===== config.mk =====
export PLATFORM = sky130hd
export DESIGN_NAME = writeback_seq_24b
export DESIGN_NICKNAME = d
export VERILOG_FILES = /design/src/rtl/writeback_seq_24b.sv
export SDC_FILE = /design/constraint.sdc
export NUM_CORES = 1
export LEC_CHECK = 0
export BUFFER_PORTS_ARGS = -buffer_cell sky130_fd_sc_hd__buf_2
export CAP_MARGIN = 20
export CORE_AREA = 3 3 90 92
export DETAILED_ROUTE_END_ITERATION = 10
export DIE_AREA = 0 0 93 95
export GPL_TIMING_DRIVEN = 1
export PLACE_DENSITY = 0.78
export SLEW_MARGIN = 15
export SYNTH_ARGS = -nofsm -noshare
export SYNTH_HDL_FRONTEND = slang
export SYNTH_SLANG_ARGS = --single-unit

===== constraint.sdc =====
create_clock -name Clock -period 4.25 [get_ports Clock]
set_clock_uncertainty 0.05 [all_clocks]
set_input_delay 0.425 -clock Clock [delete_from_list [all_inputs] [get_ports Clock]]
set_output_delay 0.425 -clock Clock [all_outputs]
set_load 0.05 [all_outputs]

===== src/rtl/writeback_seq_24b.sv =====
// rtl/writeback_seq_24b.sv - writeback sequencer turning results into register-file write strobes
// A 48-bit product is written as two 24-bit halves on consecutive cycles.
module writeback_seq_24b #(
  parameter int ADDR_W = 4
) (
  input  logic              Clock,
  input  logic              Reset,
  input  logic              Valid,
  output logic              Ready,
  input  logic [2:0]        S,
  input  logic [23:0]       Dalja_nga_ALU,
  input  logic [47:0]       Dalja_nga_MUL,
  input  logic [ADDR_W-1:0] RD,
  input  logic              RegWrite,
  output logic              WE,
  output logic [ADDR_W-1:0] WAddr,
  output logic [23:0]       WData,
  output logic              Gabim,
  output logic [15:0]       Nr_Shkrimeve
);

  typedef enum logic {IDLE, WR_HI} state_t;

  localparam logic [2:0] S_MUL     = 3'b100;
  localparam logic [2:0] S_ILLEGAL = 3'b111;

  state_t              state;
  logic [ADDR_W-1:0]   hi_addr;
  logic [23:0]         hi_data;

  assign Ready = (state == IDLE);

  always_ff @(posedge Clock) begin
    if (Reset) begin
      state        <= IDLE;
      WE           <= 1'b0;
      WAddr        <= '0;
      WData        <= '0;
      Gabim        <= 1'b0;
      Nr_Shkrimeve <= '0;
      hi_addr      <= '0;
      hi_data      <= '0;
    end else begin
      WE <= 1'b0;
      case (state)
        IDLE: begin
          if (Valid) begin
            // Illegal select wins over RegWrite: flag it, never write.
            if (S == S_ILLEGAL) begin
              Gabim <= 1'b1;
            end else if (RegWrite) begin
              WE           <= 1'b1;
              WAddr        <= RD;
              Nr_Shkrimeve <= Nr_Shkrimeve + 16'd1;
              if (S == S_MUL) begin
                WData   <= Dalja_nga_MUL[23:0];
                hi_data <= Dalja_nga_MUL[47:24];
                hi_addr <= RD + 1'b1;
                state   <= WR_HI;
              end else begin
                WData <= Dalja_nga_ALU;
              end
            end
          end
        end
        WR_HI: begin
          WE           <= 1'b1;
          WAddr        <= hi_addr;
          WData        <= hi_data;
          Nr_Shkrimeve <= Nr_Shkrimeve + 16'd1;
          state        <= IDLE;
        end
        default: state <= IDLE;
      endcase
    end
  end

endmodule


==> summary.md, run 1 <==
| Metric | Value |
|---|---|
| # H-tree levels | `3` |
| Final nets | `582` |
| CTS Buffer Depth | `2` |
| Synth cell types | `35` |
| Critical Path Fanout Max | `31` |
| Relative slew slack | `a little over a quarter` |
| Detail Placement HPWL | `between 6 and 7 mm` |
| Yosys top cell area share | `45.7%` |
| Root buf cell | `clkbuf_8` |
| # IOs | `130` |
| Vias in the first global route | `3093` |
| Number of synthesized flops with an enable pin | `0` |
| Fmax | `a little over 400 MHz` |
| Worst skew pair latency | `0.34 ns` |
| Leak pwr | `between 1.5 and 2 nW` |
| Final setup fails | `0` |
| Setup tns final | `0 ns` |
| Status | `complete, no violations` |
| CTS Buf Count | `9` |
| Worst path max stage delay | `1.03 ns` |
| CTS tree | `done` |
| Largest cells by area after synthesis | `dfxtp_1, nand2_1, a21oi_1` |
| Die X | `93 microns` |
| First-pass GRT wire length | `14.1 mm` |
| Share of layout cells above drive strength 1 | `31.5%` |
| Final antenna-violating net count | `0` |
| Slowest-stage cell, CP | `and4_1` |
| Synth Flop Type | `dfxtp_1` |
| Die Footprint | `8840 sq um` |
| Vias per inst | `approximately 5.3` |
| Syn_nets | `around 470` |
| Dominant cell type by area after synthesis | `dfxtp_1` |
| Inserted Diodes | `0` |
| Site Rows | `31` |
| Mapped cell area | `3280 sq um` |
| Port bufs | `129` |
| CP delay by family, top | `simple AND/OR/NAND/NOR gates` |
| CP Capture Type | `flip-flop` |
| VDD IR max | `0.174 mV` |
| Initial cell density of the core | `45.0%` |
| Most common library cells after synthesis | `dfxtp_1, nand2_1, nor2_1, a21oi_1, clkbuf_1` |
| Period minus WS final | `2.45 ns` |
| Most common cell in the synthesized netlist | `dfxtp_1` |
| Vias | `3215` |
| Async SR Flop Fraction | `0%` |
| Seq/Total Area, Yosys | `between 40% and 50%` |
| Core Box Area | `around 7300 sq um` |
| Post-CTS sizing | `0` |
| Max Slew Vio Count | `0` |
| Mapped Cells | `383` |
| Power per Cell Area | `around 340 nW/um^2` |
| Gr ovfl total | `0` |
| MaxCap Viol Count | `0` |
| # Post-CTS Setup Buffers | `0` |
| RSZ-0062 raised after global routing | `false` |
| Worst Path Buf+Inv | `1` |
| Critical path class | `reg -> reg` |
| Pin count of the biggest net entering global routing | `just over 50` |
| Fin worst setup slack | `1.80 ns` |
| Reg clk slew, reported paths | `0.07 ns` |
| Worst slew pin tran | `1.09 ns` |
| Period utilization | `57.7%` |
| Fin. Hold Viols | `0` |
| Num Clock Sinks | `75` |
| # DRC | `0` |
| CP arrival | `2.67 ns` |
| Final Wtd Congestion | `0.764` |
| Startpoint types | `flip-flop` |
| Synthesis-to-layout area growth | `25.8%` |
| Yosys reg bits | `75` |
| Average wire per standard cell | `14.6 microns` |
| Yosys warns | `0` |
| CTS Hold Bufs | `0` |
| CP Data Required Time | `4.47 ns` |
| Height of the die | `roughly 95 microns` |
| TritonRoute pass-1 iters | `4` |
| Initial antenna violation count | `0` |
| Hold WC Path Type | `in -> reg` |
| Initial DRC count | `about 140` |
| Pre-CTS WS | `1.65 ns` |
| Cell Chain, Critical Path | `inv_1, and4_1, nand2_1, a21oi_1` |
| Routed wire length | `8.79 mm` |
| Avg Synthesized Cell Area | `about 8.6 sq um` |
| GRT Overall Usage | `20.1%` |
-- worst register-to-register path: stages (launching register included) --
cell	delay (ns)
dfxtp_1	0.44
inv_1	0.51
and4_1	1.04
nand2_1	0.16
a21oi_1	0.18
-- power by group --
part           switching (mW)  internal (mW)  total, mW
logic                   0.128         0.0752      0.203
clock network           0.238          0.210      0.448
registers              0.0107          0.722      0.733
-- layer usage --
layer  global-route usage (%)  vias to the layer above  wire (microns)
met5                        0                        -               0
met4                     7.81                        0             113
met3                     5.50                       10             823
met2                     33.6                      116            4170
met1                     24.5                     1475            3680
li1                         -                     1614               -
-- sequential cells by signal, indices dropped and copies added (netlist names) --
name / flops
Nr_Shkrimeve: 16
hi_addr: 4
state: 1
Gabim: 1
hi_data: 24
WData: 24
WE: 1
WAddr: 4
-- worst paths after layout --
| check | slack (ns) | cells past startpoint | startpoint | to |
|---|---|---|---|---|
| hold / removal | 0.27 | 3 | Dalja_nga_MUL[29] | hi_data[5] |
| setup reg to reg | 1.80 | 4 | state | hi_data[14] |
| hold reg to reg | 0.41 | 2 | hi_data[18] | hi_data[18] |
| setup / recovery | 1.80 | 4 | state | hi_data[14] |
-- stage by stage --
step	std cells	power, mW	hold slack, ns	util, %	area (sq um)
floorplan	383	0.880	0.386	-	3280
global placement	585	0.949	0.393	54.6	3980
detailed placement	585	0.954	0.397	54.6	3980
CTS	601	1.40	0.248	56.7	4130
global route	601	1.45	0.254	56.7	4130
finish	601	1.38	0.268	56.7	4130
-- placed cells by master, fill, tap and decap left out, types with 2 or more instances in the layout --
cell / Yosys / final
or4_1: 4 / 4
buf_4: 0 / 6
a222oi_1: 12 / 12
o21ai_0: 6 / 6
a21oi_1: 36 / 36
nor2_1: 40 / 40
nand3_1: 8 / 8
dfxtp_1: 75 / 75
and3_1: 3 / 3
nand2_1: 55 / 55
nand3b_1: 16 / 16
xor2_1: 5 / 5
nand4_1: 4 / 4
inv_1: 2 / 2
clkinv_2: 0 / 3
a211oi_1: 19 / 19
or3_1: 7 / 7
o31ai_1: 4 / 4
clkbuf_1: 26 / 4
and4_1: 2 / 2
clkbuf_8: 0 / 9
xnor2_1: 2 / 2
nor2b_1: 16 / 16
ha_1: 2 / 2
buf_2: 3 / 129
o41ai_1: 16 / 16
mux2_2: 8 / 8
-- area by class of cell --
type                    instances  area (sq um)
repair buffers                135           691
flip-flops and latches         75          1500
inverters                       2          7.51
clock buffers                  13           139
well taps                      99           124
clock inverters                 3          15.0
fillers                       711          3160
multi-input cells             274          1660
-- kinds of logic (layout without fill, tap and decap cells) --
kind of cell | Yosys count | count (layout) | share of synthesized area [%]
AND/OR/NAND/NOR | 161 | 161 | 24.4
XOR/XNOR | 7 | 7 | 1.87
buffers and inverters | 34 | 153 | 4.23
flip-flops | 75 | 75 | 45.7
adder cells (fa/ha/maj) | 2 | 2 | 0.762
multiplexers | 9 | 9 | 3.05
AO/OA/AOI/OAI | 95 | 95 | 20.0
No activity file was read; power rests on OpenSTA's default activity.
==> run 2: changes to the inputs <==
Settings changed: CORE_AREA 3 3 90 92 to 3 3 91 93, DIE_AREA 0 0 93 95 to 0 0 94 96, PLACE_DENSITY 0.78 to 0.8.
Clock period 4.25 ns to 2.2 ns, I/O delays scaled along.
==> summary.md, run 2 (synthesis results as in run 1) <==
| Metric | Value |
|---|---|
| Finished Core Util | `~56%` |
| TritonRoute pass-1 iters | `4` |
| Reg clk slew, reported paths | `0.08 ns` |
| Largest regs | `WData: 24 flops, hi_data: 24 flops, Nr_Shkrimeve: 16 flops` |
| Vias per inst | `5.34` |
| Period utilization | `86.8%` |
| Routed wire length | `slightly below 9 mm` |
| Average wire per standard cell | `14.3 microns` |
| Synthesis-to-layout area growth | `29.0%` |
| Hold WC Path Type | `in -> reg` |
| Internal power | `2.07 mW` |
| Startpoint types | `flip-flop` |
| Share of layout cells above drive strength 1 | `33.0%` |
| Fin. Hold Viols | `0` |
| Storage cell area | `roughly 1500 sq um` |
| Multi-input logic area | `1660 sq um` |
| Seq pwr share | `about half` |
| RSZ-0062 raised after global routing | `false` |
| Die X | `94 microns` |
| Initial cell density of the core | `43.2%` |
| Gr ovfl total | `0` |
| Commonest non-fill, non-tap cell in the layout | `buf_2` |
| # Post-CTS Setup Buffers | `0` |
| Vias in the first global route | `3056` |
| CTS Hold Bufs | `0` |
| GRT Overall Usage | `19.6%` |
| Num Clock Sinks | `75` |
| Slowest-stage cell, CP | `or4_1` |
| Critical Path Fanout Max | `11` |
| Power per Cell Area | `668 nW/um^2` |
| Leak pwr | `between 1.5 and 2 nW` |
| Inserted Diodes | `0` |
| Post-CTS sizing | `0` |
| CTS Buf Count | `9` |
| Initial DRC count | `142` |
| Final antenna-violating net count | `0` |
| CTS tree | `done` |
| Worst slew pin tran | `0.622 ns` |
| Fillers | `745` |
| MaxCap Viol Count | `0` |
| Vias | `between 3000 and 4000` |
| Status | `complete, no violations` |
| Gate power share | `between 10% and 20%` |
| CTS Buffer Depth | `2` |
| Worst skew pair latency | `0.35 ns` |
| Initial antenna violation count | `0` |
| Most frequent cells in the layout | `buf_2, dfxtp_1, nand2_1, nor2_1, a21oi_1` |
| Cell Chain, Critical Path | `and4b_1, or3_1, or4_1, a21oi_1` |
| Core Box Area | `7610 sq um` |
| Switching Power | `0.762 mW` |
| CP delay by family, top | `simple AND/OR/NAND/NOR gates` |
| Site Rows | `32` |
| Clock power share | `about 36%` |
| Switching share of power | `26.9%` |
| VDD IR max | `around 0.37 mV` |
| # DRC | `0` |
| Worst path max stage delay | `roughly 0.54 ns` |
| Die Footprint | `approximately 9000 sq um` |
| Period minus WS final | `1.91 ns` |
| CP Capture Type | `flip-flop` |
| Pre-CTS WS | `0.222 ns` |
| Fmax | `roughly 520 MHz` |
| Worst Path Buf+Inv | `0` |
| Pin count of the biggest net entering global routing | `58` |
| Critical path class | `reg -> reg` |
| Height of the die | `96 microns` |
| Final nets | `589` |
| CP Data Required Time | `2.43 ns` |
| First-pass GRT wire length | `~14 mm` |
| Root buf cell | `clkbuf_8` |
| Detail Placement HPWL | `6.18 mm` |
| # H-tree levels | `3` |
| Final Wtd Congestion | `0.771` |
| Fin worst setup slack | `0.290 ns` |
| Setup tns final | `0 ns` |
| Final setup fails | `0` |
| Relative slew slack | `58.5%` |
| Max Slew Vio Count | `0` |
| # IOs | `130` |
| CP arrival | `2.14 ns` |
| Port bufs | `129` |
-- run 2: cell types whose count changed in the layout (fill, tap and decap cells not counted), sizes merged --
cell / delta
buf: +7
clkbuf: -2
bufinv: +1
clkinv: +1
-- run 2: through the flow --
step           power, mW  instance area, sq um  hold WS, ns  cells
3_5_place_dp        1.85                  4050        0.397    595
3_3_place_gp        1.84                  4050        0.393    595
2_1_floorplan       1.70                  3280        0.266    383
5_1_grt             2.95                  4240       0.0619    611
6_report            2.83                  4240       0.0602    611
4_1_cts             2.86                  4240       0.0440    611
-- run 2: metal layers --
layer | up-vias | GRT usage (%) | routed length, microns
met2 | 118 | 33.1 | 4080
met1 | 1508 | 24.4 | 3740
li1 | 1626 | - | -
met4 | 0 | 7.70 | 146
met5 | - | 0 | 0
met3 | 10 | 4.14 | 739
-- run 2: path summary, 6_finish.rpt --
path | startpoint | to | slack [ns] | cells after the start
max | state | Nr_Shkrimeve[13] | 0.29 | 4
min | Dalja_nga_MUL[24] | hi_data[0] | 0.06 | 3
max reg2reg | state | Nr_Shkrimeve[13] | 0.29 | 4
min reg2reg | hi_data[9] | hi_data[9] | 0.41 | 2
-- run 2: area by class of cell --
class	count	share of cell area (%)
timing repair buffer	142	17.8
clock buffer	11	3.10
sequential	75	35.5
multi-input combinational	274	39.1
inverter	2	0.177
tap	102	3.01
clock inverter	5	1.27
-- run 2: worst register-to-register path: stages (launching register included) --
cell	delay (ns)
dfxtp_1	0.38
and4b_1	0.22
or3_1	0.49
or4_1	0.54
a21oi_1	0.17
-- run 2: power groups by stage --
stage | clock network (mW) | logic [mW] | registers [mW]
3_3_place_gp | 0 | 0.395 | 1.45
4_1_cts | 1.04 | 0.404 | 1.42
6_report | 1.01 | 0.402 | 1.42
2_1_floorplan | 0 | 0.148 | 1.55
5_1_grt | 1.10 | 0.437 | 1.42
3_5_place_dp | 0 | 0.403 | 1.45
==> run 3: changes to the inputs <==
Settings changed: CORE_AREA 3 3 91 93 to 3 3 90 92, DIE_AREA 0 0 94 96 to 0 0 93 95, PLACE_DENSITY 0.8 to 0.78.
Clock period 2.2 ns to 2 ns, I/O delays scaled along.
==> summary.md, run 3 (synthesis results as in run 1) <==
| Metric | Value |
|---|---|
| R2r startpoint | `state` |
| Num Clock Sinks | `75` |
| VDD IR max | `between 0.3 and 0.4 mV` |
| # IOs | `130` |
| GRT Overall Usage | `approximately a fifth` |
| Height of the die | `95 microns` |
| Hold WC Path Type | `in -> reg` |
| Die Footprint | `8840 sq um` |
| Fin. Hold Viols | `0` |
| Final Wtd Congestion | `just under 0.8` |
| CTS tree | `done` |
| First-pass GRT wire length | `14.5 mm` |
| Synthesis-to-layout area growth | `32.5%` |
| Power per Cell Area | `800 nW/um^2` |
| Port bufs | `129` |
| Reg2Reg Setup Slack | `0.18 ns` |
| Share of layout cells above drive strength 1 | `around a third` |
| Fmax | `approximately 550 MHz` |
| Critical path class | `reg -> reg` |
| Startpoint types | `flip-flop` |
| Relative slew slack | `between 50% and 60%` |
| Initial antenna violation count | `0` |
| Reg2reg end | `Nr_Shkrimeve[9]` |
| Critical Path Fanout Max | `9` |
| Period utilization | `91.0%` |
| CTS Buf Count | `9` |
| Initial DRC count | `about 220` |
| MaxCap Viol Count | `0` |
| Final antenna-violating net count | `0` |
| Vias | `3293` |
| Pin count of the biggest net entering global routing | `43` |
| Post-CTS sizing | `0` |
| Site Rows | `31` |
| Largest regs | `WData: 24 flops, hi_data: 24 flops, Nr_Shkrimeve: 16 flops` |
| CP arrival | `between 2 and 2.5 ns` |
| Initial cell density of the core | `a little under half` |
| Detail Placement HPWL | `6.40 mm` |
| Commonest non-fill, non-tap cell in the layout | `buf_2` |
| Period minus WS final | `1.82 ns` |
| CP Data Required Time | `2.21 ns` |
| Vias in the first global route | `3115` |
| # H-tree levels | `3` |
| Final nets | `595` |
| Reg clk slew, reported paths | `0.08 ns` |
| Leak pwr | `1.86 nW` |
| Routed wire length | `9.15 mm` |
| # Post-CTS Setup Buffers | `0` |
| Die X | `93 microns` |
| Worst slew pin tran | `0.644 ns` |
| Fin worst setup slack | `between 0.15 and 0.2 ns` |
| TritonRoute pass-1 iters | `5` |
| Average wire per standard cell | `14.9 microns` |
| Inserted Diodes | `0` |
| Setup tns final | `0 ns` |
| Final setup fails | `0` |
| Hold Crit Depth | `3` |
| RSZ-0062 raised after global routing | `false` |
| Status | `complete, no violations` |
| Pre-CTS WS | `0.184 ns` |
| Root buf cell | `clkbuf_8` |
| # DRC | `0` |
| CTS Hold Bufs | `0` |
| Core Box Area | `7290 sq um` |
| Vias per inst | `5.36` |
| Gr ovfl total | `0` |
| Most frequent cells in the layout | `buf_2, dfxtp_1, nand2_1, nor2_1, a21oi_1` |
| Worst Hold Endpoint | `hi_data[0]` |
| Worst skew pair latency | `0.33 ns` |
| Max Slew Vio Count | `0` |
| Reg2Reg Depth | `5` |
| CTS Buffer Depth | `2` |
| Start point of the worst hold path | `Dalja_nga_MUL[24]` |
| CP Capture Type | `flip-flop` |
## run 3: changes by cell type in the layout (fill, tap and decap cells not counted), sizes merged
cell | before | now
bufinv | 1 | 3
buf | 142 | 148
clkinv | 4 | 1
clkbuf | 11 | 12
## run 3: critical path: stages (launching register included)
cell and delay, ns:
dfxtp_1 0.41, and4b_1 0.24, or3_1 0.38, buf_4 0.18, or3_1 0.35, a21oi_1 0.14
## run 3: worst max-delay path by stage
| stage | from | end | slack, ns | depth (start not counted) |
|---|---|---|---|---|
| 2_1_floorplan | Nr_Shkrimeve[4] | Nr_Shkrimeve[12] | 0.07 | 4 |
| 3_3_place_gp | state | Nr_Shkrimeve[11] | 0.27 | 5 |
| 3_5_place_dp | state | Nr_Shkrimeve[9] | 0.18 | 5 |
| 4_1_cts | state | Nr_Shkrimeve[9] | 0.17 | 5 |
| 5_1_grt | state | Nr_Shkrimeve[14] | 0.04 | 4 |
| 6_report | state | Nr_Shkrimeve[9] | 0.18 | 5 |
## run 3: stage by stage
step	cells	total power, mW	instance area, sq um	utilization [%]	hold WS, ns
2_1_floorplan	383	1.87	3290	-	0.246
3_3_place_gp	598	2.03	4090	56.1	0.393
3_5_place_dp	598	2.04	4090	56.1	0.397
4_1_cts	614	3.51	4350	59.7	0.0378
5_1_grt	614	3.62	4350	59.7	0.0499
6_report	614	3.48	4350	59.7	0.0513
## run 3: power by group
part	leakage [nW]	switching, mW	internal, mW	total (mW)
clock	0.133	0.546	0.930	1.48
combinational	1.12	0.279	0.169	0.448
sequential	0.609	0.0233	1.53	1.56
total	1.86	0.849	2.63	3.48
## run 3: layout make-up
type	count	area, sq um
well taps	99	124
multi-input cells	274	1660
inverters	2	7.51
clock inverters	4	95.1
fillers	673	2940
clock buffers	12	165
repair buffers	148	801
flip-flops and latches	75	1510
## run 3: per-layer routing
metal	GRT usage, %	wire length (microns)	vias up
met2	34.9	4450	102
met5	0	0	-
li1	-	-	1645
met3	4.22	641	4
met4	7.08	57	0
met1	25.7	4000	1542
